### src/rtl/alu_pkg.sv
// Shared definitions for the ALU issue sequencer: op codes, FSM states,
// instruction field positions and the legal-op decode.
package alu_pkg;

  localparam logic [3:0] ALU_ADD  = 4'd0;
  localparam logic [3:0] ALU_SUB  = 4'd1;
  localparam logic [3:0] ALU_AND  = 4'd8;
  localparam logic [3:0] ALU_OR   = 4'd9;
  localparam logic [3:0] ALU_XOR  = 4'd10;
  localparam logic [3:0] ALU_XNOR = 4'd11;

  localparam int REG_AW      = 4;
  localparam int OP_LSB      = 28;
  localparam int RD_LSB      = 24;
  localparam int RS1_LSB     = 20;
  localparam int RS2_LSB     = 16;
  localparam int IMM_SEL_BIT = 15;
  localparam int IMM_W       = 15;

  typedef enum logic [1:0] {
    ST_IDLE    = 2'd0,
    ST_ISSUE   = 2'd1,
    ST_CAPTURE = 2'd2,
    ST_DONE    = 2'd3
  } seq_state_t;

  function automatic logic alu_legal(input logic [3:0] op);
    case (op)
      ALU_ADD, ALU_SUB, ALU_AND, ALU_OR, ALU_XOR, ALU_XNOR: alu_legal = 1'b1;
      default:                                              alu_legal = 1'b0;
    endcase
  endfunction

endpackage

### src/rtl/alu_seq_regfile.sv
// NREGS x WIDTH register file: two async read ports, one write path where
// writeback beats a same-cycle host preload. Entry 0 is never written.
module alu_seq_regfile
  import alu_pkg::*;
#(
  parameter int WIDTH = 32,
  parameter int NREGS = 16
) (
  input  logic              clk,
  input  logic              rst,
  input  logic [REG_AW-1:0] rd_addr_a,
  output logic [WIDTH-1:0]  rd_data_a,
  input  logic [REG_AW-1:0] rd_addr_b,
  output logic [WIDTH-1:0]  rd_data_b,
  input  logic              host_en,
  input  logic [REG_AW-1:0] host_addr,
  input  logic [WIDTH-1:0]  host_data,
  input  logic              wb_en,
  input  logic [REG_AW-1:0] wb_addr,
  input  logic [WIDTH-1:0]  wb_data
);

  logic [WIDTH-1:0] regs [NREGS];

  genvar gi;
  generate
    for (gi = 0; gi < NREGS; gi++) begin : g_reg
      logic wb_hit;
      logic host_hit;
      assign wb_hit   = wb_en   && (wb_addr   == REG_AW'(gi)) && (gi != 0);
      assign host_hit = host_en && (host_addr == REG_AW'(gi)) && (gi != 0);

      always_ff @(posedge clk or posedge rst) begin
        if (rst) begin
          regs[gi] <= '0;
        end else if (wb_hit) begin
          regs[gi] <= wb_data;
        end else if (host_hit) begin
          regs[gi] <= host_data;
        end
      end
    end
  endgenerate

  assign rd_data_a = regs[rd_addr_a];
  assign rd_data_b = regs[rd_addr_b];

endmodule

### src/rtl/alu_issue_seq.sv
// Issue sequencer driving a combinational 32-bit ALU: accept, issue, capture, report.
// Optional ALU_SEQ_IMM_OPERAND_EN: instr[15]=1 replaces B with zero-extended instr[14:0].
module alu_issue_seq
  import alu_pkg::*;
#(
  parameter int WIDTH = 32,
  parameter int NREGS = 16
) (
  input  logic              clk,
  input  logic              rst,
  input  logic              in_valid,
  output logic              in_ready,
  input  logic [31:0]       in_instr,
  input  logic              reg_wr_en,
  input  logic [REG_AW-1:0] reg_wr_addr,
  input  logic [WIDTH-1:0]  reg_wr_data,
  output logic [WIDTH-1:0]  alu_a,
  output logic [WIDTH-1:0]  alu_b,
  output logic [3:0]        alu_i,
  input  logic [WIDTH-1:0]  alu_result,
  output logic              out_valid,
  input  logic              out_ready,
  output logic [REG_AW-1:0] out_rd,
  output logic [WIDTH-1:0]  out_data,
  output logic              out_illegal
);

  seq_state_t        state_reg;
  logic              in_ready_reg;
  logic              out_valid_reg;
  logic              out_illegal_reg;
  logic [WIDTH-1:0]  alu_a_reg;
  logic [WIDTH-1:0]  alu_b_reg;
  logic [3:0]        alu_i_reg;
  logic [REG_AW-1:0] rd_reg;
  logic [REG_AW-1:0] out_rd_reg;
  logic [WIDTH-1:0]  out_data_reg;

  logic [WIDTH-1:0]  rs1_data;
  logic [WIDTH-1:0]  rs2_data;
  logic [WIDTH-1:0]  operand_b;
  logic              wb_en;
  logic              op_legal;

  assign op_legal = alu_legal(alu_i_reg);
  assign wb_en    = (state_reg == ST_CAPTURE) && op_legal;

  alu_seq_regfile #(
    .WIDTH (WIDTH),
    .NREGS (NREGS)
  ) u_regfile (
    .clk       (clk),
    .rst       (rst),
    .rd_addr_a (in_instr[RS1_LSB +: REG_AW]),
    .rd_data_a (rs1_data),
    .rd_addr_b (in_instr[RS2_LSB +: REG_AW]),
    .rd_data_b (rs2_data),
    .host_en   (reg_wr_en),
    .host_addr (reg_wr_addr),
    .host_data (reg_wr_data),
    .wb_en     (wb_en),
    .wb_addr   (rd_reg),
    .wb_data   (alu_result)
  );

`ifdef ALU_SEQ_IMM_OPERAND_EN
  always_comb begin
    operand_b = rs2_data;
    if (in_instr[IMM_SEL_BIT]) begin
      operand_b = '0;
      operand_b[IMM_W-1:0] = in_instr[IMM_W-1:0];
    end
  end
`else
  logic unused_imm;
  assign unused_imm = ^in_instr[15:0];
  assign operand_b  = rs2_data;
`endif

  // Operands are read from the register file at the accept edge, so a host
  // write landing on that same edge is not visible to this instruction.
  always_ff @(posedge clk or posedge rst) begin
    if (rst) begin
      state_reg       <= ST_IDLE;
      in_ready_reg    <= 1'b1;
      out_valid_reg   <= 1'b0;
      out_illegal_reg <= 1'b0;
      alu_a_reg       <= '0;
      alu_b_reg       <= '0;
      alu_i_reg       <= '0;
      rd_reg          <= '0;
      out_rd_reg      <= '0;
      out_data_reg    <= '0;
    end else begin
      case (state_reg)
        ST_IDLE: begin
          if (in_valid) begin
            alu_a_reg    <= rs1_data;
            alu_b_reg    <= operand_b;
            alu_i_reg    <= in_instr[OP_LSB +: 4];
            rd_reg       <= in_instr[RD_LSB +: REG_AW];
            in_ready_reg <= 1'b0;
            state_reg    <= ST_ISSUE;
          end
        end
        ST_ISSUE: begin
          state_reg <= ST_CAPTURE;
        end
        ST_CAPTURE: begin
          // Unselected codes leave the ALU bus floating; never sample it.
          out_rd_reg      <= rd_reg;
          out_data_reg    <= op_legal ? alu_result : '0;
          out_illegal_reg <= ~op_legal;
          out_valid_reg   <= 1'b1;
          state_reg       <= ST_DONE;
        end
        ST_DONE: begin
          if (out_ready) begin
            out_valid_reg <= 1'b0;
            in_ready_reg  <= 1'b1;
            state_reg     <= ST_IDLE;
          end
        end
        default: state_reg <= ST_IDLE;
      endcase
    end
  end

  assign in_ready    = in_ready_reg;
  assign alu_a       = alu_a_reg;
  assign alu_b       = alu_b_reg;
  assign alu_i       = alu_i_reg;
  assign out_valid   = out_valid_reg;
  assign out_rd      = out_rd_reg;
  assign out_data    = out_data_reg;
  assign out_illegal = out_illegal_reg;

endmodule

### config.mk
export PLATFORM = sky130hd
export DESIGN_NAME = alu_issue_seq
export DESIGN_NICKNAME = d
export VERILOG_FILES = /design/src/rtl/alu_pkg.sv /design/src/rtl/alu_seq_regfile.sv /design/src/rtl/alu_issue_seq.sv
export SDC_FILE = /design/constraint.sdc
export NUM_CORES = 1
export LEC_CHECK = 0
export ABC_AREA = 1
export CAP_MARGIN = 20
export CORE_MARGIN = 4
export CORE_UTILIZATION = 40
export DETAILED_ROUTE_END_ITERATION = 10
export DONT_BUFFER_PORTS = 1
export PLACE_DENSITY = 0.6
export SLEW_MARGIN = 40
export SYNTH_ARGS = -nofsm -noshare
export SYNTH_HDL_FRONTEND = slang
export SYNTH_SLANG_ARGS = --single-unit
export TNS_END_PERCENT = 50
### constraint.sdc
create_clock -name clk -period 24 [get_ports clk]
set_clock_uncertainty 0.2 [all_clocks]
set_input_delay 3.6 -clock clk [delete_from_list [all_inputs] [get_ports clk]]
set_output_delay 3.6 -clock clk [all_outputs]
set_load 0.1 [all_outputs]
==> reports/metrics.csv <==
metric,value,unit
outcome,completed,
yosysTopAreaCellShare,41.0,%
clock_latency,650,ps
ys_top_cells_by_area,"dfrtp_1, nand2_1, nand3_1, o211ai_1, inv_1",
die_h,309,um
cpLargestDelayFamily,buffers and inverters,
firstDrtPassIters,8,
tightest_slew,916,ps
drive_gt1_share,7.36,%
ys_seq_elements,593,
synth_enable_flop_cells,0,
io-pin-count,212,
p_leak,17.7,nW
path_common_cell,nand2_1,
dpl.hpwl,89400,um
vias,38354,
grt_max_degree,226,
yosysSeqAreaShare,41.0,%
async_reset_ff_share,100,%
synth_top_area_cell,dfrtp_1,
ant_nets,0,
yosysWarningCount,0,
path_cells,inv_8 -> buf_4 -> buf_6 -> nand2_1 -> nand3_1 -> nand3_1 -> nand3_1 -> nand2_1 -> nand2_1 -> nand2_1,
synth_nets,5367,
synth_area,0.0362,mm2
fin_crit_sh,26.5,%
cts_tree,built,
cts_hold_buf,0,
cts_htree_levels,3,
setup_viol,0,
tns,0,ps
drv_slew,0,
die-area,0.0953,mm2
hp-class,reg -> reg,
setup_ws,17630,ps
cp-end-kind,flip-flop,
wl_per_cell,26.7,um
gp_congestion,0.857,
crit_slowest_cell,buf_4,
multiInputGateArea,0.0178,mm2
preCtsSetupSlack,17310,ps
post_cts_buffers,0,
final_cell_mix,"nand2_1, nand3_1, dfrtp_1",
nNetsFinal,5054,
hold_violations,0,
vias_per_cell,6.21,
critPathMaxStageDelay,810,ps
start_kind,input pin,
initial_core_util,40.2,%
grt_use_total,33.9,%
antenna_found_initial,1,
period_minus_slack,6370,ps
path_buf_inv,3,
fp.dieW,309,um
worstSetupPathType,in -> reg,
cts_sinks,593,
powerDensity,121,mW/mm2
clk_pin_slew,60,ps
port_buffers,0,
yosysUniqueCellTypes,24,
final_common_cell,nand2_1,
numCtsBuffers,73,
place_area,0.0368,mm2
slew_headroom,38.9,%
syn_area_per_cell,6.88,um2
path_max_fanout,225,
grt_pass1_wl,244000,um
sequential_cell_area,0.0150,mm2
vdd_drop_max,0.115,mV
grt_pass1_vias,36550,
finalInstanceArea,0.0394,mm2
rsz0062_at_grt,false,
fp-row-count,110,
core-area,0.0899,mm2
top_register,u_regfile.regs,
ys.flop_type,dfrtp_1,
maxCapViolations,0,
drt_iter0_drc,5306,
largest_reg_flops,480,
cp.arrival,6680,ps
worstPathRequired,24310,ps
routed_wl,165000,um
whs,338,ps
dp.cells,6043,
max_freq,0.157,GHz
area_delta_synth_final,8.93,%
grt.overflow.total,0,
clock_path_buffers,3,
root_buffer,clkbuf_16,
fillers,9076,
layoutNonFillerInstCount,6180,
synthCells,5258,
cts.repair.resized,0,
drc_errors,0,
kinds of logic after synthesis:
kind of cell / synth area share [%]
AO/OA/AOI/OAI: 11.0
flip-flops: 41.0
adder cells (fa/ha/maj): 0.138
buffers and inverters: 10.4
AND/OR/NAND/NOR: 37.4
report_power, final:
group	switching [W]	internal, W	leakage [nW]
logic	0.000839	0.000500	9.17
clock network	0.000481	0.000692	1.21
registers	0.000784	0.00146	7.30
layer usage:
layer  wire [um]  vias to the layer above  share of wire [%]  global-route usage, %
met1       64600                    18351                 39                   45.9
met4        9070                        0                5.5                   17.1
li1            -                    16690                  -                      -
met3       21400                      526                 13                   8.83
met2       69800                     2787                 42                   50.2
met5           0                        -                  0                      0
worst min-delay path, delay by kind of cell, from the launching register on:
family,cells,cell delay [ps]
simple gates,1,60
compound gates,1,80
flops,1,360
cell usage after synthesis, types with 2 or more instances:
library cell / instances
nor2_1: 36
dfrtp_1: 592
nand3_1: 1284
nand2_2: 8
o21ai_2: 7
nand2_1: 1832
ha_1: 4
clkbuf_1: 243
o221ai_1: 32
o21ai_1: 5
nand3_2: 2
o21ai_0: 47
buf_2: 136
inv_2: 14
nor2_2: 2
inv_1: 475
clkinv_1: 2
buf_1: 84
o211ai_1: 448
path summary, 6_finish.rpt:
kind	start	endpoint	slack, ps	cells past startpoint
hold reg to reg	u_regfile.regs[458]	u_regfile.regs[458]	340	2
setup reg to reg	alu_i[3]	u_regfile.regs[205]	19710	11
hold / removal	u_regfile.regs[458]	u_regfile.regs[458]	340	2
min in group asynchronous	rst	alu_b[24]	2640	1
max in group asynchronous	rst	u_regfile.regs[295]	18590	4
setup / recovery	in_instr[16]	alu_b[2]	17630	10
layout make-up:
class / count / share of cell area [%]
clock inverter: 31 / 0.966
multi-input combinational: 3710 / 45.3
tap: 1176 / 3.74
sequential: 593 / 38.0
timing repair buffer: 76 / 1.90
inverter: 491 / 4.81
clock buffer: 102 / 5.28
antenna: 1 / 0.00635
metrics by stage:
step / utilization [%] / power [W]
floorplan: - / 0.00323
detailed placement: 41.0 / 0.00357
finish: 43.8 / 0.00476
global placement: 40.6 / 0.00351
CTS: 43.7 / 0.00475
global route: 43.8 / 0.00504
Note: power is estimated with default switching activity, not from simulation.
